===== src/rtl/mc_pkg.sv =====
// Shared types and constants for the multicycle execute unit.
package mc_pkg;

    typedef enum logic [2:0] {
        ALU_ADD = 3'd0,
        ALU_SUB = 3'd1,
        ALU_AND = 3'd2,
        ALU_OR  = 3'd3,
        ALU_XOR = 3'd4,
        ALU_SLT = 3'd5,
        ALU_SLL = 3'd6,
        ALU_SRL = 3'd7
    } alu_op_e;

    typedef enum logic [1:0] {
        SRCA_PC    = 2'd0,
        SRCA_OLDPC = 2'd1,
        SRCA_RS1   = 2'd2,
        SRCA_ZERO  = 2'd3
    } srca_e;

    typedef enum logic [1:0] {
        SRCB_RS2  = 2'd0,
        SRCB_IMM  = 2'd1,
        SRCB_FOUR = 2'd2,
        SRCB_ZERO = 2'd3
    } srcb_e;

    typedef enum logic [1:0] {
        IDLE = 2'd0,
        READ = 2'd1,
        EXEC = 2'd2,
        WB   = 2'd3
    } state_e;

    // Increment used for PC+4 style operations.
    localparam int CONST_FOUR = 4;

endpackage


===== src/rtl/mc_alu.sv =====
// Combinational ALU: eight operations, shift amounts masked to log2(XLEN) bits.
module mc_alu
    import mc_pkg::*;
#(
    parameter int XLEN = 32
) (
    input  logic [XLEN-1:0] a,
    input  logic [XLEN-1:0] b,
    input  alu_op_e         op,
    output logic [XLEN-1:0] result,
    output logic            zero
);

    localparam int SHW = $clog2(XLEN);

    logic [SHW-1:0] shamt;
    logic           less;

    assign shamt = b[SHW-1:0];
    assign less  = $signed(a) < $signed(b);

    // Select the operation result.
    always_comb begin
        // NOTE: default assigned first so no path through the case infers a latch.
        result = '0;
        case (op)
            ALU_ADD: result = a + b;
            ALU_SUB: result = a - b;
            ALU_AND: result = a & b;
            ALU_OR:  result = a | b;
            ALU_XOR: result = a ^ b;
            ALU_SLT: result = {{(XLEN-1){1'b0}}, less};
            ALU_SLL: result = a << shamt;
            ALU_SRL: result = a >> shamt;
            default: result = '0;
        endcase
    end

    assign zero = (result == '0);

endmodule


===== src/rtl/mc_exec_unit.sv =====
// Self-sequencing execute unit: command latch, register file, operand muxes,
// ALU and write-back, driven by a READ/EXEC/WB FSM with a 3-cycle latency.
module mc_exec_unit
    import mc_pkg::*;
#(
    parameter  int XLEN  = 32,
    parameter  int NREG  = 32,
    parameter  int IMM_W = 12,
    localparam int RW    = $clog2(NREG)
) (
    input  logic             clk,
    input  logic             reset,
    input  logic             cmd_valid,
    output logic             cmd_ready,
    input  logic [RW-1:0]    cmd_rs1,
    input  logic [RW-1:0]    cmd_rs2,
    input  logic [RW-1:0]    cmd_rd,
    input  logic [IMM_W-1:0] cmd_imm,
    input  logic [1:0]       cmd_srca,
    input  logic [1:0]       cmd_srcb,
    input  logic [2:0]       cmd_aluop,
    input  logic             cmd_we,
    input  logic [XLEN-1:0]  pc_in,
    input  logic [XLEN-1:0]  oldpc_in,
    output logic             rsp_valid,
    input  logic             rsp_ready,
    output logic [XLEN-1:0]  rsp_result,
    output logic             rsp_zero
);

    state_e            state, state_next;
    logic              exec_done;   // second EXEC cycle: ALU result is being committed

    logic [RW-1:0]     rs1_q, rs2_q, rd_q;
    logic [IMM_W-1:0]  imm_q;
    srca_e             srca_q;
    srcb_e             srcb_q;
    alu_op_e           op_q;
    logic              we_q;
    logic [XLEN-1:0]   pc_q, oldpc_q;

    logic [XLEN-1:0]   regs [NREG];
    logic [XLEN-1:0]   rs1_data, rs2_data, imm_ext;
    logic [XLEN-1:0]   a_data, b_data, op_a, op_b, src_a, src_b;
    logic [XLEN-1:0]   r_q, alu_result;
    logic              z_q, alu_zero, wb_write;

    // State register plus the EXEC sub-cycle flag.
    always_ff @(posedge clk or posedge reset) begin
        if (reset) begin
            state     <= IDLE;
            exec_done <= 1'b0;
        end else begin
            // NOTE: sequential state uses <= so every flop samples pre-edge values.
            state     <= state_next;
            exec_done <= (state == EXEC) && !exec_done;
        end
    end

    // Next-state and handshake outputs.
    always_comb begin
        state_next = state;
        cmd_ready  = 1'b0;
        rsp_valid  = 1'b0;
        case (state)
            IDLE: begin
                cmd_ready = 1'b1;
                if (cmd_valid) state_next = READ;
            end
            READ: state_next = EXEC;
            EXEC: if (exec_done) state_next = WB;
            WB: begin
                rsp_valid = 1'b1;
                if (rsp_ready) state_next = IDLE;
            end
            default: state_next = IDLE;
        endcase
    end

    // Capture the command and PC values at accept; ignored afterwards.
    always_ff @(posedge clk or posedge reset) begin
        if (reset) begin
            rs1_q   <= '0;
            rs2_q   <= '0;
            rd_q    <= '0;
            imm_q   <= '0;
            srca_q  <= SRCA_PC;
            srcb_q  <= SRCB_RS2;
            op_q    <= ALU_ADD;
            we_q    <= 1'b0;
            pc_q    <= '0;
            oldpc_q <= '0;
        end else if (state == IDLE && cmd_valid) begin
            rs1_q   <= cmd_rs1;
            rs2_q   <= cmd_rs2;
            rd_q    <= cmd_rd;
            imm_q   <= cmd_imm;
            srca_q  <= srca_e'(cmd_srca);
            srcb_q  <= srcb_e'(cmd_srcb);
            op_q    <= alu_op_e'(cmd_aluop);
            we_q    <= cmd_we;
            pc_q    <= pc_in;
            oldpc_q <= oldpc_in;
        end
    end

    assign rs1_data = (rs1_q == '0) ? '0 : regs[rs1_q];
    assign rs2_data = (rs2_q == '0) ? '0 : regs[rs2_q];
    assign imm_ext  = XLEN'($signed(imm_q));

    // Operand selection from the latched source codes.
    always_comb begin
        src_a = '0;
        src_b = '0;
        case (srca_q)
            SRCA_PC:    src_a = pc_q;
            SRCA_OLDPC: src_a = oldpc_q;
            SRCA_RS1:   src_a = a_data;
            default:    src_a = '0;
        endcase
        case (srcb_q)
            SRCB_RS2:  src_b = b_data;
            SRCB_IMM:  src_b = imm_ext;
            SRCB_FOUR: src_b = XLEN'(CONST_FOUR);
            default:   src_b = '0;
        endcase
    end

    mc_alu #(.XLEN(XLEN)) u_alu (
        .a      (op_a),
        .b      (op_b),
        .op     (op_q),
        .result (alu_result),
        .zero   (alu_zero)
    );

    // Datapath pipeline: register read, muxed operands, then result/zero on WB entry.
    always_ff @(posedge clk or posedge reset) begin
        if (reset) begin
            a_data <= '0;
            b_data <= '0;
            op_a   <= '0;
            op_b   <= '0;
            r_q    <= '0;
            z_q    <= 1'b1;
        end else if (state == READ) begin
            a_data <= rs1_data;
            b_data <= rs2_data;
        end else if (state == EXEC && !exec_done) begin
            op_a   <= src_a;
            op_b   <= src_b;
        end else if (state == EXEC && exec_done) begin
            r_q    <= alu_result;
            z_q    <= alu_zero;
        end
    end

    assign wb_write = (state == EXEC) && exec_done && we_q && (rd_q != '0);

    // Register file: one write per command, committed on the edge that enters WB.
    always_ff @(posedge clk or posedge reset) begin
        if (reset) begin
            // NOTE: the array is reset because a reset must leave every register reading 0.
            for (int i = 0; i < NREG; i++) regs[i] <= '0;
        end else if (wb_write) begin
            regs[rd_q] <= alu_result;
        end
    end

    assign rsp_result = r_q;
    assign rsp_zero   = z_q;

endmodule


===== config.mk =====
export PLATFORM = sky130hd
export DESIGN_NAME = mc_exec_unit
export DESIGN_NICKNAME = d
export VERILOG_FILES = /design/src/rtl/mc_pkg.sv /design/src/rtl/mc_alu.sv /design/src/rtl/mc_exec_unit.sv
export SDC_FILE = /design/constraint.sdc
export NUM_CORES = 2
export LEC_CHECK = 0
export CORE_ASPECT_RATIO = 0.8
export CORE_MARGIN = 4
export CORE_UTILIZATION = 54
export DETAILED_ROUTE_END_ITERATION = 10
export GPL_TIMING_DRIVEN = 0
export PLACE_DENSITY = 0.78
export SETUP_SLACK_MARGIN = 0.15
export SYNTH_ARGS = -nofsm -noshare
export SYNTH_HDL_FRONTEND = slang
export SYNTH_SLANG_ARGS = --single-unit

===== constraint.sdc =====
create_clock -name clk -period 62.9 [get_ports clk]
set_input_delay 15.725 -clock clk [delete_from_list [all_inputs] [get_ports clk]]
set_output_delay 15.725 -clock clk [all_outputs]
set_load 0.02 [all_outputs]

; ---- After elaboration in Yosys (flattened, before gate mapping)
; Index checks and enable logic that the tools add are counted.
[totals]
rom_bits = 0
n_memories = 0
reg_bits = 1287
elab_cells = 122
ram_bits = 0
latch_bits = 0
[classes]
shift = 2
n_div = 0
magnitude_cmp = 5
bitwise_logic = 8
n_reduce_logical = 18
n_mul = 0
add_sub_neg = 2
n_eq_ne = 17
n_mux = 20
[op_table]
columns = operator, n
row1 = bitwise mux 1024 bit, 1
row2 = binary-select mux 32 bit (select 5 bit), 2
row3 = one-hot mux 32 bit (8 select lines), 1
row4 = 2-to-1 mux 32 bit, 7
row5 = one-hot mux 32 bit (3 select lines), 2
row6 = demux 32 bit (select 5 bit), 1
row7 = adder 32 bit, 1
row8 = bitwise AND 32 bit, 1
row9 = logical NOT 32 bit, 1
row10 = less-than comparator 32 bit, 1
row11 = bitwise OR 32 bit, 1
row12 = left shift 32 x 5 -> 32 bit, 1
row13 = >> shifter 32 x 5 -> 32 bit, 1
row14 = subtractor 32 bit, 1
row15 = XOR 32 bit, 1
row16 = ">= comparator 6 bit, second input constant", 3
row17 = inverter 5 -> 6 bit, 3
row18 = "equality test 3 bit, second input constant", 4
row19 = logical NOT 5 bit, 2
row20 = "equality test 2 bit, second input constant", 4
row21 = one-hot mux 2 bit (4 select lines), 1
row22 = "equality test 2 x 1 -> 1 bit, second input constant", 3
row23 = "equality test 3 x 2 -> 1 bit, second input constant", 2
row24 = logical AND 1 bit, 6
row25 = 12 further kinds, 21

; ---- Depth between registers and ports, before layout
[logic_depth]
depth_word = 6
ltp_mapped = 19
ltp_nobuf = 14

; ---- Hierarchy
; From an unflattened synthesis, not the netlist that was laid out.
[hier_totals]
cells_unflattened = 6106
hier_area_um2 = 74561.5
[by_module_without_submodules]
columns = mod, area_each_um2, n_inst, cells_per_inst
row1 = mc_exec_unit, 64783.4, 1, 4711
row2 = mc_alu, 9778.1, 1, 1395

; ---- Least setup slack after synthesis
; No wires, ideal clock.
[synth_path]
kind = input to register
from = input cmd_valid
to = register oldpc_q[0]
stages = 4
setup_ns = 0.125
t_arrival_ns = 16.969
setup_slack_ns = 45.807
t_required_ns = 62.775
cell_sequence = nand2_1 clkbuf_1 buf_1 mux2_2
[synth_via]
elab_chain_cells = 1
[synth_rtl]
columns = element, line
row1 = "start, declared", mc_exec_unit.sv:13  ; input logic cmd_valid,
row2 = logical AND 1 bit, mc_exec_unit.sv:93  ; end else if (state == IDLE && cmd_valid) begin
row3 = "end signal, assigned", mc_exec_unit.sv:103  ; oldpc_q <= oldpc_in;
row4 = "end, declared", mc_exec_unit.sv:40  ; logic [XLEN-1:0] pc_q, oldpc_q;
; No other way between the ends.
; A chain may end at the register's enable or synchronous reset.

; ---- Final worst setup path
[layout_path]
from = register state[1]
to = output cmd_ready
[layout_via]
elab_chain_cells = 2
[layout_rtl]
columns = element, line
row1 = "start, declared", mc_exec_unit.sv:31  ; state_e state, state_next;
row2 = "start signal, assigned", mc_exec_unit.sv:55  ; state <= state_next;
row3 = logical NOT 2 bit, mc_exec_unit.sv:65  ; case (state)
row4 = 2-to-1 mux 1 bit, mc_exec_unit.sv:65
row5 = "end, declared", mc_exec_unit.sv:14  ; output logic cmd_ready,
; No other way between the ends.

==> results.md <==
* Worst Path Max Fanout at 4
* Post-route cell area at 0.0813 mm^2
* CTS tree: built
* Die height at 335 um
* Max-Cap Viols at 13
* GRT overflow at 0
* Pwr Density at 65.0 mW/mm^2
* Post-place instance area at 0.0766 mm^2
* Count of cell types in the netlist at 90
* Status: finished, violations left
* Worst reg2reg endpoint: regs[30]
* Area fraction in compound gates after synthesis at 19.3%
* Worst Tran Pin Value at 1.64 ns
* Min setup slack post-route at 44.98 ns
* Routed wire length on met3 at 60.4 mm
* Die Span X at 417 um
* Placed cells at 9334
* Total net switching power at 2.94 mW
* WP data arrival at 2.20 ns
* Post-synth top flop: dfrtp_1
* Global-route wire length before repair at 461 mm
* Worst setup endpoint: cmd_ready
* Yosys Warn Count at 0
* Syn nets at 7623
* Setup-failing EPs final at 0
* Switch share at 55.6%
* Total core area at 0.132 mm^2
* Gate Count Post-Synth at 7417
* F_max at 55.8 MHz
* Vias per inst at 7.22
* Routed Antenna Nets at 0
* Post-CTS Hold Fix Bufs at 0
* Initial Utilization at 54.7%
* Gr usage total at 45.6%
* CP Class: flop to primary output
* Register share of total power at 22.2%
* Number of top-level pins at 138
* Routed WL at 327 mm
* Die area at 0.140 mm^2
* Initial DRC count at 12000
* Worst R2R Setup Slack at 55.34 ns
* WL met1 at 117 mm
* Hold Crit Class: flop to flop
* Failing checks: max-capacitance violations, max-slew violations
* Pre-CTS WS at 44.44 ns
* EDFF count, synth at 0
* Crit. Startpoint: state[1]
* Worst ir drop on vdd at 0.0487 mV
* Mux contribution to synthesized area at 19.9%
* Row count at 119
* Commonest cells post-synth: dfrtp_1 (1286), o21ai_0 (1193), nand2_1 (1179)
* Register area share after synthesis at 44.5%
* Reg2reg start: op_b[2]
* Largest family of logic cells by synthesized area: multiplexers
* Post-Synth Simple-Gate Area at 9.46%
* WL met2 at 125 mm
* Hold Fails Final Rpt at 0
* XOR/XNOR share of the synthesized area at 0.290%
* Count leader, synth: dfrtp_1
* Internal at 2.35 mW
* Mapped Avg Cell Area at 9.76 um^2
* Leak Pwr at 34.1 nW
* Number of global-route vias before repair at 65800
* Area grow syn2layout at 12.4%
* Logic pwr share at 61.8%
* Hold slack at 0.479 ns
* Post-CTS Setup Repair Bufs at 0
* Clk slew on worst S/H paths at 0.06 ns
* Final nets at 7927
* Crit share post-route at 28.5%
* # clock sinks at 1287
* Drt drc at 0
* Clock latency on the worst-skew pair at 0.86 ns
* Top sig layer: met5
* Vias post-DR at 69400
* Worst Clk Skew at 0.0473 ns
* Post-synth top area cell: dfrtp_1
* Wire per inst at 34.0 um
* Worst Setup Start Kind: flop
* Tot Pwr at 5.29 mW
* Worst Reg-to-Reg Cells at 19
* Initial antenna violation count at 35
* I/O Buffers at 137
* Min Tclk post-route at 17.92 ns
* Clock network power share at 16.0%
* RSZ-0062 raised after global routing: no
* Synth Area in Adders at 1.80%
* Yosys reg bits at 1287
* CP required at 47.18 ns
* Crit path capture type: primary output
* Clk buf depth at 3
* CTS Root Cell: clkbuf_16
* Post-cts sizing count at 0
* Layout cells sized above 1 at 11.5%
* Pin count of the biggest net entering global routing at 138
* Drt pass-1 iters at 10
* Fin cells at 9612
* Async SR Flop Fraction at 100%
* Synth top area share at 44.5%
* Slew Limit Fails at 73
* GPL Wtd Cong at 1.13
* Synth top area cells: dfrtp_1 (44%), mux4_2 (9.5%), o21ai_0 (8.2%)
* Htree depth at 4
* Post-Syn Area at 0.0724 mm^2
* DPL Wire Length at 247 mm
* Slew margin rel. at -10.3%
* CTS Buf Count at 133
cell families (layout without fill, tap and decap cells):
| logic type | count (synthesis) | after routing |
|---|---|---|
| simple gates | 1671 | 1671 |
| buf+inv | 892 | 1300 |
| flops | 1287 | 1287 |
| other cells | 0 | 33 |
| xor+xnor | 24 | 24 |
| fa+ha+maj | 103 | 103 |
| mux | 1023 | 1023 |
| compound gates | 2417 | 2417 |
routing by layer:
layer,up-vias,track usage [%]
met3,1399,27.2
li1,27600,-
met2,6213,59.0
met5,-,1.66
met1,34200,58.0
met4,42,26.7
placed cells by master, fill, tap and decap left out, types with 14 or more instances in the layout:
cell	n
a211oi_1	60
a21o_1	17
a21oi_1	505
a22oi_1	37
a31oi_1	14
buf_1	81
buf_2	36
clkbuf_1	615
clkbuf_16	135
clkbuf_8	33
clkdlybuf4s50_1	137
clkinv_2	17
dfrtp_1	1286
diode_2	33
ha_1	101
inv_1	165
mux2_2	242
mux2i_1	464
mux4_2	304
nand2_1	1179
nand2b_1	21
nand3_1	25
nand4_1	14
nor2_1	231
nor2b_1	20
nor3_1	98
o211ai_1	29
o21ai_0	1193
o21ai_1	28
o221ai_1	140
o22ai_1	233
xnor2_1	19
power by group through the flow:
stage	Combinational (mW)	Sequential (mW)	Clock, mW
floorplan	1.65	1.12	0
global placement	2.88	1.17	0
detailed placement	2.96	1.17	0
CTS	2.98	1.16	0.837
global route	3.26	1.18	0.873
finish	3.27	1.18	0.845
flip-flops by register name (all words and copies together) (netlist names), 12 cells and up:
register,cells
regs,1024
a_data,32
b_data,32
oldpc_q,32
op_a,32
op_b,32
pc_q,32
rsp_result,32
imm_q,12
how the worst min path moves through the flow:
stage             startpoint            end  slack, ns  cells after the start
2_1_floorplan     regs[1000]     regs[1000]       0.45                      1
3_3_place_gp      regs[1006]     regs[1006]       0.46                      1
3_5_place_dp       regs[992]      regs[992]       0.47                      1
4_1_cts            regs[992]      regs[992]       0.48                      1
5_1_grt           regs[1004]     regs[1004]       0.50                      1
6_report       rsp_result[6]  rsp_result[6]       0.48                      2
layout make-up:
| class | instances | area, um^2 |
|---|---|---|
| tap | 1754 | 2190 |
| clock buffer | 193 | 3920 |
| fill | 10900 | 51000 |
| clock inverter | 46 | 664 |
| timing repair buffer | 169 | 1930 |
| sequential | 1287 | 32200 |
| multi-input combinational | 5238 | 36800 |
| buffer | 722 | 2840 |
| antenna | 33 | 82.6 |
| inverter | 170 | 646 |
critical path, cell delays in order, from the launching register on:
cell,delay [ns]
dfrtp_1,0.40
inv_1,0.11
ha_1,0.24
clkdlybuf4s50_1,0.63
per-stage QoR:
step / util [%] / setup TNS, ns
2_1_floorplan: - / 0
3_3_place_gp: 57.4 / -2969.04
3_5_place_dp: 57.8 / 0
4_1_cts: 61.3 / 0
5_1_grt: 61.4 / 0
6_report: 61.4 / 0
Note: power is estimated with default switching activity, not from simulation.
